==> config.mk <==
export PLATFORM = sky130hd
export DESIGN_NAME = mem_lsu_stage
export DESIGN_NICKNAME = d
export VERILOG_FILES = /design/src/rtl/mem_lsu_stage.sv
export SDC_FILE = /design/constraint.sdc
export NUM_CORES = 1
export LEC_CHECK = 0
export BUFFER_PORTS_ARGS = -buffer_cell sky130_fd_sc_hd__buf_2
export CAP_MARGIN = 15
export CELL_PAD_IN_SITES_DETAIL_PLACEMENT = 1
export CELL_PAD_IN_SITES_GLOBAL_PLACEMENT = 1
export CORE_MARGIN = 1.5
export CORE_UTILIZATION = 41
export DETAILED_ROUTE_END_ITERATION = 6
export PLACE_DENSITY = 0.92
export SETUP_SLACK_MARGIN = 0.2
export SKIP_LAST_GASP = 1
export SLEW_MARGIN = 20
export SYNTH_ARGS = -nofsm -noshare
export SYNTH_HDL_FRONTEND = slang
export SYNTH_SLANG_ARGS = --single-unit
==> constraint.sdc <==
create_clock -name clk -period 6.4 [get_ports clk]
set_input_delay 0 -clock clk [delete_from_list [all_inputs] [get_ports clk]]
set_output_delay 0 -clock clk [all_outputs]
set_load 0.01 [all_outputs]
==> src/rtl/mem_lsu_stage.sv <==
// Memory stage: LOAD/STORE over a req/gnt/rvalid port, link-address forwarding for AUIPC/JAL/JALR.
// Optional macro MEM_MISALIGN_TRAP_EN: misaligned accesses skip memory and report misalign_o.
module mem_lsu_stage #(
  parameter int XLEN = 32
) (
  input  logic              clk,
  input  logic              rst_i,
  input  logic              valid_i,
  output logic              ack_o,
  input  logic [31:0]       instr_i,
  input  logic [XLEN-1:0]   result_i,
  input  logic [XLEN-1:0]   rs2_i,
  input  logic [XLEN-1:0]   pc_i,
  output logic              mem_req_o,
  input  logic              mem_gnt_i,
  output logic [XLEN-1:0]   mem_addr_o,
  output logic              mem_we_o,
  output logic [XLEN/8-1:0] mem_be_o,
  output logic [XLEN-1:0]   mem_wdata_o,
  input  logic              mem_rvalid_i,
  input  logic [XLEN-1:0]   mem_rdata_i,
  input  logic              ack_i,
  output logic              valid_o,
  output logic [31:0]       instr_o,
  output logic [XLEN-1:0]   data_o,
  output logic              misalign_o
);
  localparam int NB   = XLEN / 8;
  localparam int OFFW = $clog2(NB);

`ifdef MEM_MISALIGN_TRAP_EN
  localparam bit TRAP_EN = 1'b1;
`else
  localparam bit TRAP_EN = 1'b0;
`endif

  localparam logic [6:0] OP_LOAD  = 7'b0000011;
  localparam logic [6:0] OP_STORE = 7'b0100011;
  localparam logic [6:0] OP_AUIPC = 7'b0010111;
  localparam logic [6:0] OP_JAL   = 7'b1101111;
  localparam logic [6:0] OP_JALR  = 7'b1100111;

  typedef enum logic [1:0] {S_IDLE, S_REQ, S_WAIT, S_DONE} state_t;

  state_t            state_q, state_d;
  logic              req_q, req_d, we_q, we_d;
  logic [NB-1:0]     be_q, be_d;
  logic [XLEN-1:0]   addr_q, addr_d, wdata_q, wdata_d, hold_q, hold_d;
  logic [OFFW-1:0]   off_q, off_d;
  logic [1:0]        size_q, size_d;
  logic              uns_q, uns_d, cmis_q, cmis_d;
  logic [31:0]       cinstr_q, cinstr_d, instr_q, instr_d;
  logic              valid_q, valid_d, mis_q, mis_d;
  logic [XLEN-1:0]   data_q, data_d;

  logic [6:0]        opcode;
  logic [2:0]        funct3, amask;
  logic [1:0]        sz_in;
  logic [OFFW-1:0]   off_raw, off_in;
  logic              is_mem, is_link, mis_in, out_free;
  logic [NB-1:0]     bmask;
  logic [XLEN-1:0]   wdata_in, rshift, ext;

  // Decode of the instruction currently offered by EX.
  always_comb begin
    opcode  = instr_i[6:0];
    funct3  = instr_i[14:12];
    is_mem  = (opcode == OP_LOAD) || (opcode == OP_STORE);
    is_link = (opcode == OP_AUIPC) || (opcode == OP_JAL) || (opcode == OP_JALR);
    sz_in   = funct3[1:0];
    if (XLEN == 32 && sz_in == 2'd3) sz_in = 2'd2;
    case (sz_in)
      2'd0:    begin amask = 3'd0; bmask = NB'(1);  wdata_in = {NB{rs2_i[7:0]}};     end
      2'd1:    begin amask = 3'd1; bmask = NB'(3);  wdata_in = {(NB/2){rs2_i[15:0]}}; end
      2'd2:    begin amask = 3'd3; bmask = NB'(15); wdata_in = {(NB/4){rs2_i[31:0]}}; end
      default: begin amask = 3'd7; bmask = '1;      wdata_in = rs2_i;                 end
    endcase
    off_raw = result_i[OFFW-1:0];
    mis_in  = TRAP_EN && ((off_raw & OFFW'(amask)) != '0);
    off_in  = TRAP_EN ? off_raw : (off_raw & ~OFFW'(amask));
  end

  // Lane extraction and extension of returning load data.
  always_comb begin
    rshift = mem_rdata_i >> {off_q, 3'b000};
    case (size_q)
      2'd0:    ext = uns_q ? XLEN'(rshift[7:0])  : XLEN'($signed(rshift[7:0]));
      2'd1:    ext = uns_q ? XLEN'(rshift[15:0]) : XLEN'($signed(rshift[15:0]));
      2'd2:    ext = uns_q ? XLEN'(rshift[31:0]) : XLEN'($signed(rshift[31:0]));
      default: ext = rshift;
    endcase
  end

  assign out_free = !valid_q || ack_i;

  always_comb begin
    state_d  = state_q;  req_d   = req_q;   we_d    = we_q;    be_d    = be_q;
    addr_d   = addr_q;   wdata_d = wdata_q; hold_d  = hold_q;  off_d   = off_q;
    size_d   = size_q;   uns_d   = uns_q;   cmis_d  = cmis_q;  cinstr_d = cinstr_q;
    valid_d  = valid_q;  instr_d = instr_q; data_d  = data_q;  mis_d   = mis_q;
    ack_o    = 1'b0;
    if (ack_i) valid_d = 1'b0;
    case (state_q)
      S_IDLE: begin
        if (valid_i && is_mem) begin
          // Memory ops are captured even under back-pressure; DONE waits for space.
          ack_o    = 1'b1;
          cinstr_d = instr_i;
          off_d    = off_in;
          size_d   = sz_in;
          uns_d    = funct3[2];
          hold_d   = result_i;
          we_d     = (opcode == OP_STORE);
          be_d     = bmask << off_in;
          addr_d   = {result_i[XLEN-1:OFFW], {OFFW{1'b0}}};
          wdata_d  = wdata_in;
          cmis_d   = mis_in;
          if (mis_in) begin
            state_d = S_DONE;
          end else begin
            req_d   = 1'b1;
            state_d = S_REQ;
          end
        end else if (valid_i && out_free) begin
          ack_o   = 1'b1;
          valid_d = 1'b1;
          instr_d = instr_i;
          data_d  = is_link ? (pc_i + XLEN'(4)) : result_i;
          mis_d   = 1'b0;
        end
      end
      S_REQ: begin
        if (mem_gnt_i) begin
          req_d   = 1'b0;
          state_d = we_q ? S_DONE : S_WAIT;
        end
      end
      S_WAIT: begin
        if (mem_rvalid_i) begin
          hold_d  = ext;
          state_d = S_DONE;
        end
      end
      S_DONE: begin
        if (out_free) begin
          valid_d = 1'b1;
          instr_d = cinstr_q;
          data_d  = hold_q;
          mis_d   = cmis_q;
          state_d = S_IDLE;
        end
      end
      default: state_d = S_IDLE;
    endcase
  end

  always_ff @(posedge clk) begin
    if (rst_i) begin
      state_q  <= S_IDLE; req_q   <= 1'b0; we_q    <= 1'b0; be_q   <= '0;
      addr_q   <= '0;     wdata_q <= '0;   hold_q  <= '0;   off_q  <= '0;
      size_q   <= '0;     uns_q   <= 1'b0; cmis_q  <= 1'b0; cinstr_q <= '0;
      valid_q  <= 1'b0;   instr_q <= '0;   data_q  <= '0;   mis_q  <= 1'b0;
    end else begin
      state_q  <= state_d; req_q   <= req_d;   we_q    <= we_d;    be_q   <= be_d;
      addr_q   <= addr_d;  wdata_q <= wdata_d; hold_q  <= hold_d;  off_q  <= off_d;
      size_q   <= size_d;  uns_q   <= uns_d;   cmis_q  <= cmis_d;  cinstr_q <= cinstr_d;
      valid_q  <= valid_d; instr_q <= instr_d; data_q  <= data_d;  mis_q  <= mis_d;
    end
  end

  assign mem_req_o   = req_q;
  assign mem_we_o    = we_q;
  assign mem_be_o    = be_q;
  assign mem_addr_o  = addr_q;
  assign mem_wdata_o = wdata_q;
  assign valid_o     = valid_q;
  assign instr_o     = instr_q;
  assign data_o      = data_q;
  assign misalign_o  = mis_q;
endmodule

==> results.ini, run 1 <==
[floorplan]
die_h_um = 160
fp.dieArea_um2 = 25600
fp.coreArea_um2 = 24200
pin_count = 303
die_w_um = 160
row_count = 57
initial_core_util_pct = 41.7

[route]
avgRoutedWirePerCell_um = 22.7
drcViolationCount = 0
wl_um = 43800
via_count = 11500
ant_nets = 0
first_pass_iters = 5
drt_iter0_drc = 958
viasPerCell = 5.97

[power_and_ir_drop]
p_comb_share_pct = 29.8
power.density_nw_per_um2 = 315
p_sw_share_pct = 35.2
total_leakage_power_nw = 5.41
vdd_ir_drop_max_mv = 0.171
p_clk_share_pct = 32.4
power_switching_mw = 1.52
internal_power_mw = 2.79
pwr-share-seq_pct = 37.8

[cts]
cts_root_buf = clkbuf_16
cts_made_buffers = 24
cts_buffer_depth = 3
post_cts_buffers = 0
numClockSinks = 203
htree_levels = 1
clkLatencyLatePin_ns = 0.55
path_clk_slew_ns = 0.06
cts_tree = built

[critical_path]
crit_fanout = 75
end_kind = flip-flop
path_class = flip-flop to flip-flop
cp.required_ns = 6.86
cp-start-kind = flip-flop
crit_path_top_delay_cell = nor2_4
crit_family = buffers and inverters
crit_arrival_ns = 4.18
r2r_setup_slack_ns = 2.68
path_cells = inv_1, ha_1, nand2_1, nor2_4, buf_4, o21ai_0, a21oi_1, dlygate4sd3_1
crit_buf_inv = 3
cpPeakStageDelay_ns = 0.81

[placement]
portBuffers = 299
dp_cells = 1765
hpwlAfterDp_um = 26300
place_congestion = 0.897

[layout]
instances_no_fill = 1932
final_common_cell = buf_2
final_layout_size_suffix_gt1_share_pct = 24.7
nNetsFinal = 1758
syn_to_final_growth_pct = 35.5
final_cell_mix = buf_2, dfxtp_1, nand2_1, nor2_1, a21oi_1

[logic_synthesis]
synth_top_family_by_area = compound AO/OA/AOI/OAI gates
synth_compound_area_share_pct = 26.2
ys_types = 75
synth_top_flop_cell = dfxtp_1
synth.cell_area_um2 = 10100
synth-edff-count = 0
seq_area_frac_synth_pct = 40.2
yosys_warnings = 0
synthSimpleGateAreaFrac_pct = 18.6
ys_seq_elements = 203
syn_area_per_cell_um2 = 8.21
synth-adder-area-share_pct = 0.619
async_flop_share_pct = 0
synth_cells = 1232
synth_xor_area_share_pct = 1.30
synthMuxAreaShare_pct = 7.25

[sta]
report.final.hold_viol_count = 1
finalCriticalPeriod_ns = 3.72
timing.setup.tns_ns = 0
maxSlewHeadroom_pct = 30.9
rsz0062_at_grt = no
holdWs_ns = -0.00262
clock_skew_ns = 0.0353
tightest_slew_ns = 1.03
fin_crit_sh_pct = 58.1
slew_violations = 0
max_freq_ghz = 0.269
finalSetupViolations = 0

[global_route]
antenna_found_initial = 5
grt_usage_pct = 32.8
grt-ovfl-total = 0
grt_max_degree = 90
grt_pass1_vias = 12000
grt_pass1_wl_um = 66700

[run_status]
status = complete, but fails checks
violations = hold timing

[hold_path]
worstHoldPathType = input pin to flip-flop

[run]
drv_cap = 0

-- stage by stage --
stage | utilization, % | total power [mW] | instance area (µm²) | setup slack, ns
after global routing | 56.5 | 4.48 | 13700 | 2.47
after detailed placement | 48.1 | 2.81 | 11700 | 3.15
final | 56.5 | 4.31 | 13700 | 2.68
after CTS | 56.3 | 4.24 | 13700 | 2.78
after global placement | 48.1 | 2.74 | 11700 | 3.33
after floorplan | - | 2.37 | 10100 | 4.35
-- flip-flops by register name (all words and copies together), names as in the netlist --
name	flops
cinstr_q	32
data_o	32
hold_q	32
instr_o	32
mem_addr_o	30
mem_be_o	4
mem_req_o	1
mem_wdata_o	32
mem_we_o	1
off_q	2
size_q	2
state_q	2
valid_o	1
-- what timing repair did --
action,CTS,global route
hold endpoints to repair,192,0
hold buffers,119,0
gates resized for setup,0,0
endpoints found under the setup margin,0,0
-- per-layer routing --
metal	vias to the layer above	part of all wire (%)	track usage (%)
met5	-	0	0
met1	5516	39	38.9
met3	224	6.8	5.97
li1	5145	-	-
met4	0	7.3	21.3
met2	649	47	54.5
-- logic make-up (layout without fill, tap and decap cells) --
family / Yosys count / in the layout
AND/OR/NAND/NOR: 427 / 427
XOR/XNOR: 15 / 15
AO/OA/AOI/OAI: 375 / 375
multiplexers: 72 / 72
flip-flops: 203 / 203
other: 1 / 8
adder cells (fa/ha/maj): 5 / 5
buffers and inverters: 134 / 503
-- cell type report --
class,count,area (µm²)
fill,2937,10600
multi-input combinational,897,5510
sequential,203,4060
timing repair buffer,430,2790
clock buffer,36,756
tap,324,405
inverter,31,116
clock inverter,6,43.8
antenna,5,12.5
-- cell usage after synthesis (4+ instances only) --
| library cell | number | area [µm²] |
|---|---|---|
| nor4_1 | 11 | 68.8 |
| buf_6 | 4 | 45.0 |
| a211oi_2 | 9 | 113 |
| nor3_1 | 12 | 60.1 |
| buf_2 | 27 | 135 |
| a211o_1 | 9 | 78.8 |
| o21ai_0 | 53 | 265 |
| and3_1 | 14 | 87.6 |
| xor2_1 | 5 | 43.8 |
| a2bb2oi_1 | 8 | 70.1 |
| nor2_1 | 128 | 480 |
| o211ai_1 | 7 | 52.6 |
| mux2i_1 | 71 | 711 |
| xnor2_1 | 10 | 87.6 |
| o31a_1 | 5 | 43.8 |
| nor2b_1 | 11 | 68.8 |
| o32ai_1 | 8 | 70.1 |
| nand2_1 | 201 | 754 |
| clkbuf_1 | 66 | 248 |
| a31oi_1 | 7 | 43.8 |
| o22ai_1 | 12 | 75.1 |
| dfxtp_1 | 203 | 4060 |
| a311oi_1 | 12 | 105 |
| a21oi_1 | 125 | 626 |
| nand4_1 | 7 | 43.8 |
| a211oi_1 | 69 | 518 |
| ha_1 | 5 | 62.6 |
| nand3_1 | 18 | 90.1 |
| o32ai_2 | 11 | 179 |
| inv_1 | 30 | 113 |
| a221o_1 | 8 | 80.1 |
-- power by group through the flow --
| stage | Combinational [mW] | Clock, mW | Sequential, mW |
|---|---|---|---|
| after global routing | 1.38 | 1.45 | 1.65 |
| after CTS | 1.24 | 1.39 | 1.62 |
| after global placement | 1.11 | 0 | 1.63 |
| after floorplan | 0.689 | 0 | 1.68 |
| final | 1.29 | 1.40 | 1.63 |
| after detailed placement | 1.17 | 0 | 1.64 |
-- worst register-to-register path: stages (launching register included) --
cell and delay [ns]:
dfxtp_1 0.35, inv_1 0.15, ha_1 0.36, nand2_1 0.16, nor2_4 0.81, buf_4 0.77, o21ai_0 0.26, a21oi_1 0.19
dlygate4sd3_1 0.59
-- worst paths after layout --
path             startpoint  cells past startpoint              end
max              state_q[0]                      8  mem_wdata_o[24]
min                 valid_i                      4        mem_req_o
max reg2reg      state_q[0]                      8  mem_wdata_o[24]
min reg2reg  mem_addr_o[10]                      2   mem_addr_o[10]
Power figures use the tool's default switching activity.
==> run 2: changes to the inputs <==
Settings changed: CORE_UTILIZATION 41 to 34, PLACE_DENSITY 0.92 to 0.82.
Clock period 6.4 ns to 3.35 ns, I/O delays scaled along.
==> results.ini, run 2 (synthesis gave the netlist of run 1 again) <==
[run_status]
status = complete, but fails checks
violations = hold timing

[critical_path]
cp-start-kind = flip-flop
crit_arrival_ns = 3.39  ; -0.79 ns
crit_path_top_delay_cell = buf_6
cp.required_ns = 3.79  ; -3.07 ns
end_kind = flip-flop
crit_fanout = 85  ; +13%
crit_family = buffers and inverters
cpPeakStageDelay_ns = 0.64  ; -0.17 ns
path_class = flip-flop to flip-flop
path_cells = inv_1, ha_1, nand4_1, buf_6, a221o_1, o21ai_0, a21oi_1, dlygate4sd3_1
crit_buf_inv = 3  ; unchanged

[cts]
path_clk_slew_ns = 0.06  ; about the same
numClockSinks = 203  ; unchanged
cts_made_buffers = 25  ; +4.2%
clkLatencyLatePin_ns = 0.53  ; -0.02 ns
cts_root_buf = clkbuf_16
htree_levels = 1  ; unchanged
cts_tree = built
cts_buffer_depth = 3  ; unchanged
post_cts_buffers = 0  ; unchanged

[placement]
portBuffers = 299  ; unchanged
place_congestion = 0.873  ; -2.7%
place_area_um2 = 11800  ; +1.4%
dp_slack_ns = 0.606  ; -2.54 ns
hpwlAfterDp_um = 26600  ; +1.0%

[route]
wl_um = 40900  ; -6.6%
ant_nets = 0  ; unchanged
avgRoutedWirePerCell_um = 20.5  ; -9.7%
via_count = 11000  ; -4.9%
first_pass_iters = 5  ; unchanged
drcViolationCount = 0  ; unchanged
viasPerCell = 5.49  ; -8.1%
drt_iter0_drc = 633  ; -34%

[sta]
fin_crit_sh_pct = 88.0  ; +30 points
maxSlewHeadroom_pct = 31.3  ; +0.35 points
slew_violations = 0  ; unchanged
report.final.hold_viol_count = 1  ; unchanged
finalCriticalPeriod_ns = 2.95  ; -0.769 ns
rsz0062_at_grt = no
clock_skew_ns = 0.0238  ; -0.0114 ns
fin_ws_ns = 0.401  ; -2.28 ns
timing.setup.tns_ns = 0  ; unchanged
tightest_slew_ns = 1.03  ; -0.00286 ns
finalSetupViolations = 0  ; unchanged
max_freq_ghz = 0.339  ; +26%
holdWs_ns = -0.00395  ; -0.00133 ns

[global_route]
grt_max_degree = 173  ; +92%
grt_pass1_vias = 11600  ; -3.2%
grt_pass1_wl_um = 63600  ; -4.7%
grt-ovfl-total = 0  ; unchanged
antenna_found_initial = 2  ; -3
grt_usage_pct = 26.0  ; -6.8 points

[layout]
final_area_um2 = 13900  ; +1.4%
final_common_cell = buf_2
nNetsFinal = 1766  ; +0.46%
final_util_pct = 47.9  ; -8.6 points
final_cell_mix = buf_2, dfxtp_1, nand2_1, nor2_1, a21oi_1
final_layout_size_suffix_gt1_share_pct = 24.7  ; about the same
syn_to_final_growth_pct = 37.3

[power_and_ir_drop]
power.density_nw_per_um2 = 598  ; +90%
total_leakage_power_nw = 5.45  ; +0.73%
vdd_ir_drop_max_mv = 0.305  ; +78%

[run]
drv_cap = 0  ; unchanged

[floorplan]
pin_count = 303  ; unchanged
initial_core_util_pct = 34.8  ; -6.8 points
die_h_um = 175  ; +9.6%
row_count = 62  ; +8.8%
die_w_um = 175  ; +9.6%
fp.dieArea_um2 = 30800  ; +20%
fp.coreArea_um2 = 29000  ; +20%

[hold_path]
worstHoldPathType = input pin to flip-flop

==> run 2: cell count changes in the layout (fill, tap and decap cells not counted), sizes merged <==
cell	delta
clkinvlp	+1
buf	+8
clkinv	-2
diode	-1
bufinv	+4
clkbuf	-2
dlygate4sd3	-1
==> run 2: path summary, 6_finish.rpt <==
check        cells after the start            from               to  slack (ns)
max reg2reg                      8      state_q[0]  mem_wdata_o[29]        0.40
min reg2reg                      2  mem_addr_o[26]   mem_addr_o[26]        0.45
max                              8      state_q[0]  mem_wdata_o[29]        0.40
min                              4         pc_i[7]        data_o[7]      -0.004
==> run 2: report_power, final <==
part	switching (mW)	total (mW)	internal [mW]	leakage (nW)
registers	0.252	3.10	2.84	1.65
logic	1.43	2.39	0.956	3.39
clock network	1.07	2.82	1.74	0.406
total	2.76	8.30	5.54	5.45
==> run 2: per-layer routing <==
layer  up-vias  global-route usage (%)  wire [µm]
met1      5323                    31.8      17200
li1       5156                       -          -
met3       111                    4.50       2470
met5         -                       0          0
met4         0                    11.1       1670
met2       378                    44.9      19600
==> run 2: worst register-to-register path: stages, from the launching register on <==
cell and delay (ns):
dfxtp_1 0.41, inv_1 0.12, ha_1 0.31, nand4_1 0.24, buf_6 0.64, a221o_1 0.22
o21ai_0 0.11, a21oi_1 0.20, dlygate4sd3_1 0.62
==> run 2: repair_timing <==
item | 4_1_cts | 5_1_grt
endpoints found under the hold margin | 188 | 0
endpoints found under the setup margin | 0 | 8
hold buffers | 118 | 0
gates resized for setup | 0 | 2
==> run 2: cell type report <==
class,instances,area (µm²)
Fill cell,3487,15100
Multi-Input combinational cell,897,5510
Sequential cell,203,4060
Timing Repair Buffer,437,2860
Clock buffer,34,689
Tap cell,384,480
Clock inverter,9,154
Inverter,31,116
Antenna cell,4,10.0
==> run 2: stage by stage <==
step           power, mW  cells
5_1_grt             8.74   1997
4_1_cts             8.34   1995
6_report            8.30   1999
2_1_floorplan       4.53   1234
3_5_place_dp        5.39   1834
3_3_place_gp        5.31   1834
